==> src/rtl/bus_cycle_ctrl.sv <==
// 68000 bus-cycle sequencer: region decode, byte-lane selects, wait states,
// DTACK generation, BERR watchdog and a boot-time ROM overlay at region 0.
module bus_cycle_ctrl #(
    parameter int ROM_WS       = 2,
    parameter int RAM_WS       = 0,
    parameter int BERR_TIMEOUT = 64,
    parameter int BOOT_CYCLES  = 8
) (
    input  logic       clk,
    input  logic       reset,
    input  logic       as_n,
    input  logic       uds_n,
    input  logic       lds_n,
    input  logic [3:0] addr_hi,
    input  logic       duart_dtack_n,
    output logic       rom_evn_cs_n,
    output logic       rom_odd_cs_n,
    output logic       ram_evn_cs_n,
    output logic       ram_odd_cs_n,
    output logic       duart_cs_n,
    output logic       dtack_n,
    output logic       berr_n
);

    localparam int WS_MAX = (ROM_WS > RAM_WS) ? ROM_WS : RAM_WS;
    localparam int WCW    = (WS_MAX > 0) ? $clog2(WS_MAX + 1) : 1;
    localparam int WDW    = $clog2(BERR_TIMEOUT);
    localparam int BCW    = (BOOT_CYCLES > 0) ? $clog2(BOOT_CYCLES + 1) : 1;

    typedef enum logic [1:0] {S_IDLE, S_WAIT, S_ACK, S_BERR} state_t;
    typedef enum logic [1:0] {K_NONE, K_ROM, K_RAM, K_DUART} kind_t;

    state_t         state_q, state_d;
    kind_t          kind_q, kind_d;
    kind_t          region_kind;
    logic           uds_q, uds_d;
    logic           lds_q, lds_d;
    logic [WCW-1:0] wait_cnt_q, wait_cnt_d;
    logic [WDW-1:0] wdog_q, wdog_d;
    logic [BCW-1:0] boot_cnt_q, boot_cnt_d;

    logic rom_evn_q, rom_evn_d;
    logic rom_odd_q, rom_odd_d;
    logic ram_evn_q, ram_evn_d;
    logic ram_odd_q, ram_odd_d;
    logic duart_q, duart_d;
    logic dtack_q, dtack_d;
    logic berr_q, berr_d;

    logic boot_active;
    logic is_mem;

    assign boot_active = (boot_cnt_q < BCW'(BOOT_CYCLES));
    assign is_mem      = (kind_q == K_ROM) || (kind_q == K_RAM);

    always_comb begin
        region_kind = K_NONE;
        case (addr_hi)
            4'h0:    region_kind = boot_active ? K_ROM : K_RAM;
            4'h1,
            4'h2,
            4'h3,
            4'h4,
            4'h5,
            4'h6,
            4'h7:    region_kind = K_RAM;
            4'hE:    region_kind = K_ROM;
            4'hF:    region_kind = K_DUART;
            default: region_kind = K_NONE;
        endcase
    end

    always_ff @(posedge clk) begin
        if (reset) begin
            state_q    <= S_IDLE;
            kind_q     <= K_NONE;
            uds_q      <= 1'b0;
            lds_q      <= 1'b0;
            wait_cnt_q <= '0;
            wdog_q     <= '0;
            boot_cnt_q <= '0;
            rom_evn_q  <= 1'b1;
            rom_odd_q  <= 1'b1;
            ram_evn_q  <= 1'b1;
            ram_odd_q  <= 1'b1;
            duart_q    <= 1'b1;
            dtack_q    <= 1'b1;
            berr_q     <= 1'b1;
        end else begin
            state_q    <= state_d;
            kind_q     <= kind_d;
            uds_q      <= uds_d;
            lds_q      <= lds_d;
            wait_cnt_q <= wait_cnt_d;
            wdog_q     <= wdog_d;
            boot_cnt_q <= boot_cnt_d;
            rom_evn_q  <= rom_evn_d;
            rom_odd_q  <= rom_odd_d;
            ram_evn_q  <= ram_evn_d;
            ram_odd_q  <= ram_odd_d;
            duart_q    <= duart_d;
            dtack_q    <= dtack_d;
            berr_q     <= berr_d;
        end
    end

    always_comb begin
        state_d    = state_q;
        kind_d     = kind_q;
        uds_d      = uds_q;
        lds_d      = lds_q;
        wait_cnt_d = wait_cnt_q;
        wdog_d     = wdog_q;
        boot_cnt_d = boot_cnt_q;
        case (state_q)
            S_IDLE: begin
                if (!as_n && (!uds_n || !lds_n)) begin
                    state_d = S_WAIT;
                    kind_d  = region_kind;
                    uds_d   = !uds_n;
                    lds_d   = !lds_n;
                    wdog_d  = '0;
                    case (region_kind)
                        K_ROM:   wait_cnt_d = WCW'(ROM_WS);
                        K_RAM:   wait_cnt_d = WCW'(RAM_WS);
                        default: wait_cnt_d = '0;
                    endcase
                end
            end
            S_WAIT: begin
                // Priority: abort, then ack sources, then the watchdog.
                if (as_n) begin
                    state_d = S_IDLE;
                end else if (is_mem) begin
                    if (wait_cnt_q != '0) begin
                        wait_cnt_d = wait_cnt_q - WCW'(1);
                    end else begin
                        state_d = S_ACK;
                    end
                end else if (kind_q == K_DUART && !duart_dtack_n) begin
                    state_d = S_ACK;
                end else if (wdog_q == WDW'(BERR_TIMEOUT - 1)) begin
                    state_d = S_BERR;
                end else begin
                    wdog_d = wdog_q + WDW'(1);
                end
            end
            S_ACK: begin
                if (as_n) begin
                    state_d = S_IDLE;
                    if (boot_active) begin
                        boot_cnt_d = boot_cnt_q + BCW'(1);
                    end
                end
            end
            S_BERR: begin
                if (as_n) begin
                    state_d = S_IDLE;
                end
            end
            default: state_d = S_IDLE;
        endcase
    end

    // Outputs are a pure function of the next state so they land in flops.
    always_comb begin
        logic sel;
        sel       = (state_d != S_IDLE);
        rom_evn_d = !(sel && kind_d == K_ROM && uds_d);
        rom_odd_d = !(sel && kind_d == K_ROM && lds_d);
        ram_evn_d = !(sel && kind_d == K_RAM && uds_d);
        ram_odd_d = !(sel && kind_d == K_RAM && lds_d);
        duart_d   = !(sel && kind_d == K_DUART);
        dtack_d   = !(state_d == S_ACK);
        berr_d    = !(state_d == S_BERR);
    end

    assign rom_evn_cs_n = rom_evn_q;
    assign rom_odd_cs_n = rom_odd_q;
    assign ram_evn_cs_n = ram_evn_q;
    assign ram_odd_cs_n = ram_odd_q;
    assign duart_cs_n   = duart_q;
    assign dtack_n      = dtack_q;
    assign berr_n       = berr_q;

endmodule
==> config.mk <==
export PLATFORM = sky130hd
export DESIGN_NAME = bus_cycle_ctrl
export DESIGN_NICKNAME = d
export VERILOG_FILES = /design/src/rtl/bus_cycle_ctrl.sv
export SDC_FILE = /design/constraint.sdc
export NUM_CORES = 1
export LEC_CHECK = 0
export ABC_AREA = 0
export BUFFER_PORTS_ARGS = -buffer_cell sky130_fd_sc_hd__buf_2
export CORE_MARGIN = 5
export CORE_UTILIZATION = 55
export DETAILED_ROUTE_END_ITERATION = 6
export PLACE_DENSITY_LB_ADDON = 0.1
export SETUP_SLACK_MARGIN = 0.4
export SYNTH_ARGS = -nofsm -noshare
export SYNTH_HDL_FRONTEND = slang
export SYNTH_SLANG_ARGS = --single-unit
==> constraint.sdc <==
create_clock -name clk -period 2.1 [get_ports clk]
set_input_delay 0.42 -clock clk [delete_from_list [all_inputs] [get_ports clk]]
set_output_delay 0.42 -clock clk [all_outputs]
set_load 0.01 [all_outputs]
==> results_dict.tcl <==
set metrics [dict create \
    grt_max_degree 20 \
    fillers 199 \
    area_delta_synth_final_pct 18.8 \
    final_design_area_no_fill_um2 1460 \
    path_clk_slew_ns 0.14 \
    drtIter0Drc 9 \
    dieWidth_um 57.2 \
    rsz0062_at_grt "yes" \
    syn_avg_cell_area_um2 9.65 \
    r2r_cells 5 \
    syn_area_um2 1220 \
    min_from "reset" \
    reg2reg_to "berr_n" \
    setup_violations 0 \
    clock_latency_ns 0.32 \
    diodes 0 \
    reg2reg_slack_ns 0.41 \
    r2r-start "kind_q[0]" \
    cts_tree "yes" \
    powerDensity_nw_per_um2 622 \
    outcome "finished clean" \
    core.rowCount 17 \
    ys_ff_latch 25 \
    endpoint_kind "register" \
    p_leak_uw 0.000515 \
    die_y_um 57.2 \
    relSlewSlack_pct 65.4 \
    hold_viol_final 0 \
    nNetsFinal 161 \
    hp-class "primary input to register" \
    synth_nets 141 \
    die-area_um2 3270 \
    crit_fanout 5 \
    yosysTopAreaCell "dfxtp_1" \
    yosysTopAreaCellShare_pct 40.9 \
    seq_area_um2 508 \
    min_period_ns 1.69 \
    cts_made_buffers 3 \
    cp_data_required_time_ns 2.29 \
    wirelength_mm 2.68 \
    cts.sinks 25 \
    setup_slack_ns 0.413 \
    yosysSeqAreaShare_pct 40.9 \
    vias 1027 \
    htreeDepth 1 \
    holdPathEnd "boot_cnt_q[1]" \
    placement.cell_area_um2 1330 \
    grt_pass1_vias 1023 \
    gp_congestion 0.758 \
    port_buffers 16 \
    crit_arrival_ns 1.88 \
    io_pins 17 \
    fin_skew_ns 0.00639 \
    viasPerCell 5.90 \
    hpwl_mm 1.88 \
    whs_path_depth 2 \
    drive_above_1_share_pct 29.5 \
    start_util_pct 56.5 \
    dr.pass1.iters 4 \
    pre_cts_ws_ns 0.251 \
    ys_types 44 \
    max_freq_ghz 0.593 \
    fin_setup_tns_ns 0 \
    tightest_slew_ns 0.514 \
    grt-ovfl-total 0 \
    syn_inst 127 \
    crit_path_start_kind "register" \
    drc 0 \
    grt_use_total_pct 17.6 \
    clock_path_buffers 2 \
    yosys_warnings 0 \
    synthTopCellsByArea "dfxtp_1 (41%), mux2i_1 (6.5%), a211oi_2 (4.1%)" \
    antenna_found_initial 0 \
    ir_drop_uv 495 \
    maxCapViolations 0 \
    wl_per_cell_um 15.4 \
    maxSlewViolCount 0 \
    crit_type "register to register" \
    finalCritPeriodShare_pct 80.4 \
    antenna_left 0 \
    fp.coreArea_um2 2170 \
    grt_pass1_wl_mm 4.57 \
    multi_input_area_um2 756 \
    clockRootBuffer "clkbuf_4" \
    finalPower_uw 904 \
]
## sequential cells by signal, summed over array words and instances (netlist names), 2 cells and up
signal	cells
wdog_q	6
state_q	2
wait_cnt_q	2
boot_cnt_q	4
kind_q	2
## cell families after synthesis
kind of cell	after synthesis	share of synthesized area, %
adder cells (fa/ha/maj)	4	4.09
AO/OA/AOI/OAI	25	19.4
XOR/XNOR	2	1.43
multiplexers	8	6.54
AND/OR/NAND/NOR	54	24.6
flip-flops	25	40.9
buffers and inverters	9	3.06
## worst max-delay path by stage
| stage | slack, ns | end | from |
|---|---|---|---|
| after detailed placement | 0.25 | rom_odd_cs_n | kind_q[0] |
| after CTS | 0.39 | rom_odd_cs_n | kind_q[1] |
| final | 0.41 | berr_n | kind_q[0] |
| after floorplan | 0.41 | duart_cs_n | kind_q[0] |
| after global routing | 0.31 | berr_n | wdog_q[0] |
| after global placement | 0.31 | rom_odd_cs_n | kind_q[0] |
## power breakdown
part / leakage, uW / internal (uW) / switching [uW]
registers: 0.000205 / 489 / 10.9
clock network: 0.0000177 / 71.5 / 147
logic: 0.000292 / 79.1 / 107
## repair_timing
action | 4_1_cts | 5_1_grt
buffers inserted | 1 | 1
pin swaps | 1 | 8
gates resized for setup | 5 | 10
hold buffers | 0 | 0
endpoints found under the setup margin | 8 | 16
## per-layer routing
layer | wire length, um | track usage, % | share of wire (%)
met4 | 34 | 7.95 | 1.3
met2 | 1350 | 28.9 | 50
met5 | 0 | 0 | 0
met3 | 108 | 3.39 | 4.0
met1 | 1190 | 22.3 | 44
## synth_stat cells
| library cell | n |
|---|---|
| nor3_1 | 1 |
| nor4_1 | 3 |
| nand2b_1 | 3 |
| inv_1 | 4 |
| dfxtp_1 | 25 |
| or4_1 | 1 |
| a2111oi_2 | 1 |
| ha_1 | 4 |
| a21oi_2 | 1 |
| o21ai_1 | 1 |
| and4bb_2 | 1 |
| o31ai_1 | 1 |
| nand4_1 | 2 |
| a311oi_1 | 1 |
| o211ai_1 | 1 |
| nand2_1 | 10 |
| buf_2 | 3 |
| nand3_1 | 4 |
| or4b_1 | 1 |
| and3_1 | 1 |
| a21oi_1 | 6 |
| o21bai_1 | 1 |
| o21a_1 | 1 |
| nor2b_1 | 2 |
| xnor2_1 | 1 |
| a2111oi_4 | 1 |
| nand4b_1 | 3 |
| xor2_1 | 1 |
| or3_4 | 1 |
| a211oi_2 | 4 |
| a311o_1 | 1 |
| a22o_1 | 1 |
| or3_1 | 5 |
| or2_1 | 1 |
| a41oi_1 | 1 |
| a41oi_2 | 1 |
| clkbuf_1 | 1 |
| and3b_1 | 1 |
| mux2i_1 | 8 |
| a2111o_1 | 1 |
| a211oi_1 | 1 |
| buf_1 | 1 |
| nor2_1 | 13 |
| nand3b_1 | 1 |
## worst max-delay path: stages (launching register included)
cell	delay, ns
dfxtp_4	0.39
ha_4	0.25
nand2b_1	0.16
a21oi_1	0.16
nor4_1	0.42
nand2b_1	0.17
## per-stage QoR
step                      utilization [%]  instances  hold WS (ns)
after CTS                            64.9        173         0.453
after floorplan                         -        127         0.439
final                                67.1        174         0.463
after detailed placement             61.4        168         0.465
after global placement               61.4        168         0.460
after global routing                 67.1        174         0.454
## final cells by class
class,instances,area share (%)
multi-input cells,93,51.9
flip-flops and latches,25,34.9
repair buffers,20,7.82
well taps,28,2.41
clock buffers,3,1.55
inverters,4,1.03
clock inverters,1,0.344
## layout by cell type (no fill, tap or decap), drive strengths merged, types with 2 or more instances in the layout
cell	synthesis	routed
clkbuf	1	3
or3	6	6
buf	4	20
nor4	3	3
mux2i	8	8
a21oi	7	7
nand2	10	10
dfxtp	25	25
nand4b	3	3
nand4	2	2
nand3	4	4
a41oi	2	2
nand2b	3	3
nor2b	2	2
a2111oi	2	2
a211oi	5	5
nor2	13	13
ha	4	4
inv	4	4
No activity file was read; power rests on OpenSTA's default activity.
